--- src/rtl/p0011_result_uart.sv ---
// Result readout for the problem-11 solver: latches the answer on done, converts it
// to decimal with double-dabble and sends it (or "ERR") over an 8N1 UART, once per reset.
module p0011_result_uart #(
  parameter int unsigned CLKS_PER_BIT = 868
) (
  input  logic        clk,
  input  logic        rst,
  input  logic [31:0] result,
  input  logic        done,
  input  logic        error,
  output logic        tx,
  output logic        busy,
  output logic        sent
);

  localparam int unsigned BAUD_W  = 16;
  localparam int unsigned BCD_W   = 40;
  localparam int unsigned DIGITS  = 10;
  localparam logic [BAUD_W-1:0] BAUD_LAST = BAUD_W'(CLKS_PER_BIT - 1);

  typedef enum logic [2:0] {
    IDLE        = 3'd0,
    CONVERT     = 3'd1,
    SKIP        = 3'd2,
    SEND_DIGITS = 3'd3,
    ERR_MSG     = 3'd4,
    DONE        = 3'd5
  } state_t;

  state_t            state, state_n;
  logic              tx_n, busy_n, sent_n;
  logic [BCD_W-1:0]  bcd, bcd_n, bcd_adj_c;
  logic [31:0]       sh, sh_n;
  logic [4:0]        cnt, cnt_n;
  logic [3:0]        ptr, ptr_n;
  logic [1:0]        tail, tail_n;
  logic [2:0]        pos, pos_n;
  logic              active, active_n;
  logic [3:0]        bit_idx, bit_n;
  logic [BAUD_W-1:0] baud, baud_n;
  logic [3:0]        digit_c;
  logic [7:0]        char_c;
  logic              last_c;

  // Double-dabble correction: every nibble >= 5 gets +3 before the shift
  always_comb begin
    bcd_adj_c = bcd;
    for (int i = 0; i < DIGITS; i++) begin
      if (bcd[i*4 +: 4] >= 4'd5) bcd_adj_c[i*4 +: 4] = bcd[i*4 +: 4] + 4'd3;
    end
  end

  assign digit_c = bcd[{ptr, 2'b00} +: 4];

  // Character currently on the line; stable for the whole frame
  always_comb begin
    char_c = 8'h0A;
    if (state == ERR_MSG) begin
      case (pos)
        3'd0:    char_c = 8'h45;
        3'd1:    char_c = 8'h52;
        3'd2:    char_c = 8'h52;
        3'd3:    char_c = 8'h0D;
        default: char_c = 8'h0A;
      endcase
    end else begin
      case (tail)
        2'd0:    char_c = 8'h30 + {4'h0, digit_c};
        2'd1:    char_c = 8'h0D;
        default: char_c = 8'h0A;
      endcase
    end
  end

  assign last_c = (state == ERR_MSG) ? (pos == 3'd4) : (tail == 2'd2);

  always_ff @(posedge clk or posedge rst) begin
    if (rst) begin
      state   <= IDLE;
      tx      <= 1'b1;
      busy    <= 1'b0;
      sent    <= 1'b0;
      bcd     <= '0;
      sh      <= '0;
      cnt     <= '0;
      ptr     <= '0;
      tail    <= '0;
      pos     <= '0;
      active  <= 1'b0;
      bit_idx <= '0;
      baud    <= '0;
    end else begin
      state   <= state_n;
      tx      <= tx_n;
      busy    <= busy_n;
      sent    <= sent_n;
      bcd     <= bcd_n;
      sh      <= sh_n;
      cnt     <= cnt_n;
      ptr     <= ptr_n;
      tail    <= tail_n;
      pos     <= pos_n;
      active  <= active_n;
      bit_idx <= bit_n;
      baud    <= baud_n;
    end
  end

  always_comb begin
    state_n  = state;
    tx_n     = tx;
    busy_n   = busy;
    sent_n   = sent;
    bcd_n    = bcd;
    sh_n     = sh;
    cnt_n    = cnt;
    ptr_n    = ptr;
    tail_n   = tail;
    pos_n    = pos;
    active_n = active;
    bit_n    = bit_idx;
    baud_n   = baud;

    case (state)
      IDLE: begin
        tx_n = 1'b1;
        if (done && !sent) begin
          sh_n     = result;
          bcd_n    = '0;
          cnt_n    = '0;
          ptr_n    = 4'd9;
          tail_n   = '0;
          pos_n    = '0;
          active_n = 1'b0;
          busy_n   = 1'b1;
          state_n  = error ? ERR_MSG : CONVERT;
        end
      end

      CONVERT: begin
        bcd_n = {bcd_adj_c[BCD_W-2:0], sh[31]};
        sh_n  = {sh[30:0], 1'b0};
        cnt_n = cnt + 5'd1;
        if (cnt == 5'd31) begin
          ptr_n   = 4'd9;
          state_n = SKIP;
        end
      end

      SKIP: begin
        if (digit_c == 4'd0 && ptr != 4'd0) ptr_n = ptr - 4'd1;
        else                                state_n = SEND_DIGITS;
      end

      SEND_DIGITS, ERR_MSG: begin
        if (!active) begin
          active_n = 1'b1;
          tx_n     = 1'b0;
          bit_n    = '0;
          baud_n   = '0;
        end else if (baud == BAUD_LAST) begin
          baud_n = '0;
          if (bit_idx == 4'd9) begin
            if (last_c) begin
              state_n  = DONE;
              busy_n   = 1'b0;
              sent_n   = 1'b1;
              tx_n     = 1'b1;
              active_n = 1'b0;
            end else begin
              // Next character starts right after this stop bit
              if (state == ERR_MSG)                  pos_n  = pos + 3'd1;
              else if (tail == 2'd0 && ptr != 4'd0)  ptr_n  = ptr - 4'd1;
              else                                   tail_n = tail + 2'd1;
              tx_n  = 1'b0;
              bit_n = '0;
            end
          end else begin
            bit_n = bit_idx + 4'd1;
            tx_n  = (bit_idx == 4'd8) ? 1'b1 : char_c[bit_idx[2:0]];
          end
        end else begin
          baud_n = baud + BAUD_W'(1);
        end
      end

      DONE: begin
        tx_n   = 1'b1;
        busy_n = 1'b0;
      end

      default: begin
        state_n  = IDLE;
        tx_n     = 1'b1;
        busy_n   = 1'b0;
        active_n = 1'b0;
      end
    endcase
  end

endmodule

--- config.mk ---
export PLATFORM = sky130hd
export DESIGN_NAME = p0011_result_uart
export DESIGN_NICKNAME = d
export VERILOG_FILES = /design/src/rtl/p0011_result_uart.sv
export SDC_FILE = /design/constraint.sdc
export NUM_CORES = 1
export LEC_CHECK = 0
export ABC_AREA = 0
export CAP_MARGIN = 10
export CORE_ASPECT_RATIO = 0.6
export CORE_UTILIZATION = 50
export CTS_BUF_LIST = sky130_fd_sc_hd__clkbuf_16
export DETAILED_ROUTE_END_ITERATION = 6
export GPL_TIMING_DRIVEN = 0
export PLACE_DENSITY = 0.71
export SYNTH_ARGS = -nofsm -noshare
export SYNTH_HDL_FRONTEND = slang
export SYNTH_SLANG_ARGS = --single-unit
--- constraint.sdc ---
create_clock -name clk -period 4.1 [get_ports clk]
set_input_delay 1.23 -clock clk [delete_from_list [all_inputs] [get_ports clk]]
set_output_delay 1.23 -clock clk [all_outputs]
set_load 0.005 [all_outputs]
# Word level (Yosys, flattened, before mapping)

Cells that the tools add are included.

Bits in registers: 113
Input port bits: 36
Output and inout port bits: 3
Word-level logic and storage cells: 182

$add $sub $neg: 17
Order comparisons: 11
Equal/unequal tests: 31
Shift operators: 1
Mux-type cells: 80
Bitwise logic cells: 3
Reductions and logical operators: 26

Operators by type and width:

| kind                  | count |
|---|---|
| $mux 4                | 22 |
| $pmux 40 s2           | 1 |
| $pmux 32 s2           | 1 |
| $mux 3                | 15 |
| $ge 4x3->1 const B    | 10 |
| $mux 40               | 1 |
| $shiftx 40x7->4       | 1 |
| $add 4x2->4 const B   | 9 |
| $mux 16               | 2 |
| $mux 32               | 1 |
| $ne 2x2->1 const B    | 13 |
| $pmux 7 s3            | 1 |
| $mux 1                | 17 |
| $add 16x1->16 const B | 1 |
| $eq 16x10->1 const B  | 1 |
| $pmux 4 s4            | 1 |
| $reduce_and 8->1      | 2 |
| $pmux 3 s5            | 1 |
| $mux 2                | 7 |
| $pmux 7 s2            | 1 |
| $eq 3x2->1 const B    | 4 |
| $pmux 5 s2            | 1 |
| $reduce_and 10->1     | 1 |
| $eq 3x3->1 const B    | 3 |
| other kinds (37)      | 52 |

# Depth between registers and ports, before layout

Word-level depth: 11
Gate-level depth with buffers: 9

# Worst setup path before layout

Ideal clock, no wire load.

Path kind: input to register
From: input port done
To: register bcd[24]
Library setup time: 0.095 ns
Arrival time: 2.392 ns
Required time: 4.005 ns
Path slack: 1.613 ns
Stages on the path: 7
Path through: nand2b_1 -> nor2_1 -> nand2_1 -> buf_1 -> clkbuf_1 -> nand3_1 -> o31ai_1

Cells in the longest elaborated chain, start to end: 3

Ends and longest elaborated chain:

| what                              | line | RTL |
|---|---|---|
| start: declaration                | 9    | `input logic done,` |
| $logic_and 1x1->1                 | 127  | `if (done && !sent) begin` |
| $ne 2x2->1 (no source line)       | -    |  |
| $reduce_and 2->1 (no source line) | -    |  |
| end signal: assignment            | 97   | `bcd <= bcd_n;` |
| end: declaration                  | 32   | `logic [BCD_W-1:0] bcd, bcd_n, bcd_adj_c;` |

Every way passes these cells.
A chain may end at the register's enable or synchronous reset.

# Worst setup path in the final report

From: input port done
To: register bcd[8]

Same word-level chain as after synthesis.

==> impl_metrics.csv <==
group,metric,value,unit
timing,rsz0062_at_grt,"false",
yosys,ys_types,61,
yosys,syn-num-nets,806,
route,wire_per_inst,18.3,um
critical_path,reg2reg_slack,1.30,ns
yosys,synth-main-ff-cell,"dfrtp_1",
timing,max_freq,0.297,GHz
route,vias,6010,
timing,worst_pin_slew,0.787,ns
hold_path,min-delay-start,"sh[7]",
timing,skew,0.0103,ns
die,dieArea,14100,sq um
global_routing,antenna_found_initial,0,
cells_and_area,seqCellArea,2830,sq um
critical_path,cp.arrival,3.69,ns
yosys,synth_cells,737,
global_routing,grt_pass1_wl,29800,um
die,die_w,153,um
timing,timing.slew.headroom,47.6,%
placement,placed_cell_area,7460,sq um
clocking,cts.sinks,113,
clocking,htree_num_levels,4,
route,ant_nets,0,
global_routing,grt_pass1_vias,5834,
die,start_util,52.3,%
route,post-route-drc-count,0,
global_routing,grt_max_degree,44,
clocking,cts_tree,"built",
global_routing,grt_remaining_overflow,0,
yosys,ys_seq_elements,113,
critical_path,rr_endpoint,"bcd[8]",
yosys,yosys_warnings,0,
yosys,synth.most_common_cell,"dfrtp_1",
route,via_per_inst,6.14,
run,drv_cap,0,
global_routing,gr-usage-all-layers,27.0,%
status,status,"completed",
power,p_total,2.69,mW
critical_path,crit_end,"bcd[8]",
timing,hold_viol,0,
yosys,ys_seq_area_share,41.5,%
critical_path,crit_fanout,10,
timing,timing.final.ws_setup,0.734,ns
yosys,netlist_area,6820,sq um
yosys,synth_common_cells,"112 x dfrtp_1, 93 x o21ai_0, 66 x nand2_1, 50 x nand3_1",
placement,io_buffer_count,38,
timing,fin_setup_tns,0,ns
cells_and_area,multiInputGateArea,3690,sq um
critical_path,timing.rr.start,"state[1]",
die,rows,32,
route,dr.pass1.iters,7,
route,first_iter_violations,549,
cells_and_area,fill_cells,1064,
cells_and_area,nNetsFinal,865,
clocking,ctsResizeCount,0,
yosys,synthTopCellsByArea,"dfrtp_1 41%, o21ai_0 6.8%, mux2i_1 6.2%",
placement,gp_congestion,0.967,
timing,fin_crit,3.37,ns
yosys,synth_largest_area_cell,"dfrtp_1",
hold_path,timing.hold.worst.class,"reg2reg",
power,p_per_area,334,nW/um^2
clocking,clkTransAtPathRegs,0.06,ns
yosys,async_flop_share,100,%
power,leakage,3.66,nW
clocking,cts_root_buf,"clkbuf_16",
die,pin_count,39,
cells_and_area,diodes,0,
critical_path,required,4.42,ns
clocking,clk_path_buf_depth,2,
critical_path,cp-end-kind,"register",
clocking,post-cts-setup-buffer-count,0,
clocking,cts-buffers-inserted,17,
die,coreArea,13100,sq um
cells_and_area,drive_gt1_share,7.42,%
critical_path,reg2reg_depth,7,
route,wl,17900,um
yosys,synth_edf_count,0,
yosys,synth_top_area_share,41.1,%
power,vdd_drop_max,0.228,mV
clocking,insertion_delay,0.42,ns
yosys,synth.avg_cell_area,9.25,sq um
cells_and_area,syn_to_final_growth,18.1,%
critical_path,cp-start-kind,"input pin",
critical_path,cp-startpoint,"done",
critical_path,crit_type,"in2reg",
die,fp.dieH,92.5,um
timing,setup_viol,0,
timing,slew_violations,0,
timing,layout_worst_path_cycle_share,82.1,%
placement,pre_cts_ws,0.480,ns
placement,dp_hpwl,13000,um
clocking,hold_buffers,0,
cells_and_area,fin_area,8050,sq um
registers in the layout (all words and copies together), names as in the netlist:
| name | cells |
|---|---|
| sh | 32 |
| ptr | 4 |
| tail | 2 |
| sent | 1 |
| pos | 3 |
| tx | 1 |
| baud | 16 |
| bcd | 40 |
| bit_idx | 4 |
| cnt | 5 |
| busy | 1 |
| state | 3 |
| active | 1 |
final cells by class:
cell class                 count  share of cell area (%)
timing repair buffer          40                    5.22
clock buffer                  17                    5.28
buffer                        40                    1.93
inverter                      39                    1.86
sequential                   113                    35.1
clock inverter                15                    2.13
multi-input combinational    545                    45.8
tap                          170                    2.64
worst max-delay path: stages:
cell             delay, ns
clkdlybuf4s50_1       0.42
nand2b_1              0.21
nor2_1                0.09
nand2_1               0.23
buf_1                 0.64
clkbuf_1              0.49
nand3_1               0.26
o31ai_1               0.12
worst min path at each step:
stage                        end  depth (start not counted)
after detailed placement  bcd[0]                          2
after global routing      sh[10]                          2
after floorplan           bcd[0]                          2
after global placement    sh[10]                          2
after CTS                  sh[4]                          2
final                      sh[8]                          2
cell families after synthesis:
kind of cell	count (synthesis)	synth area share, %
AND/OR/NAND/NOR	236	17.4
AO/OA/AOI/OAI	197	18.1
flip-flops	113	41.5
buffers and inverters	79	4.42
multiplexers	53	9.30
adder cells (fa/ha/maj)	33	6.05
XOR/XNOR	26	3.34
routing by layer:
metal	vias up	GRT usage, %	wire [um]
met2	235	40.3	7660
met3	19	5.90	1520
met1	2966	39.2	8550
li1	2790	-	-
met5	-	0	0
met4	0	7.91	176
placed cells by master (no fill, tap or decap), types with 10 or more instances in the layout:
master	Yosys	routed
nand2_1	66	66
o21ai_0	93	93
a32o_1	10	10
clkdlybuf4s50_1	0	38
clkbuf_16	0	17
xor2_1	11	11
dfrtp_1	112	112
clkbuf_1	29	29
a21oi_1	35	35
nor3_1	10	10
nand2b_1	14	14
nor2_1	42	42
ha_1	33	33
nand3_1	50	50
inv_1	39	38
mux2i_1	42	42
xnor2_1	15	15
o31ai_1	20	20
report_power, final:
group	switching, mW	total [mW]	internal, mW
registers	0	1.12	1.12
clock network	0.597	1.51	0.912
logic	0.0303	0.0650	0.0347
metrics by stage:
stage,hold slack [ns],util [%],instances
after floorplan,0.438,-,737
after global placement,0.459,56.8,945
after detailed placement,0.471,57.1,947
after CTS,0.489,61.7,979
after global routing,0.519,61.7,979
final,0.486,61.7,979
Power figures use the tool's default switching activity.
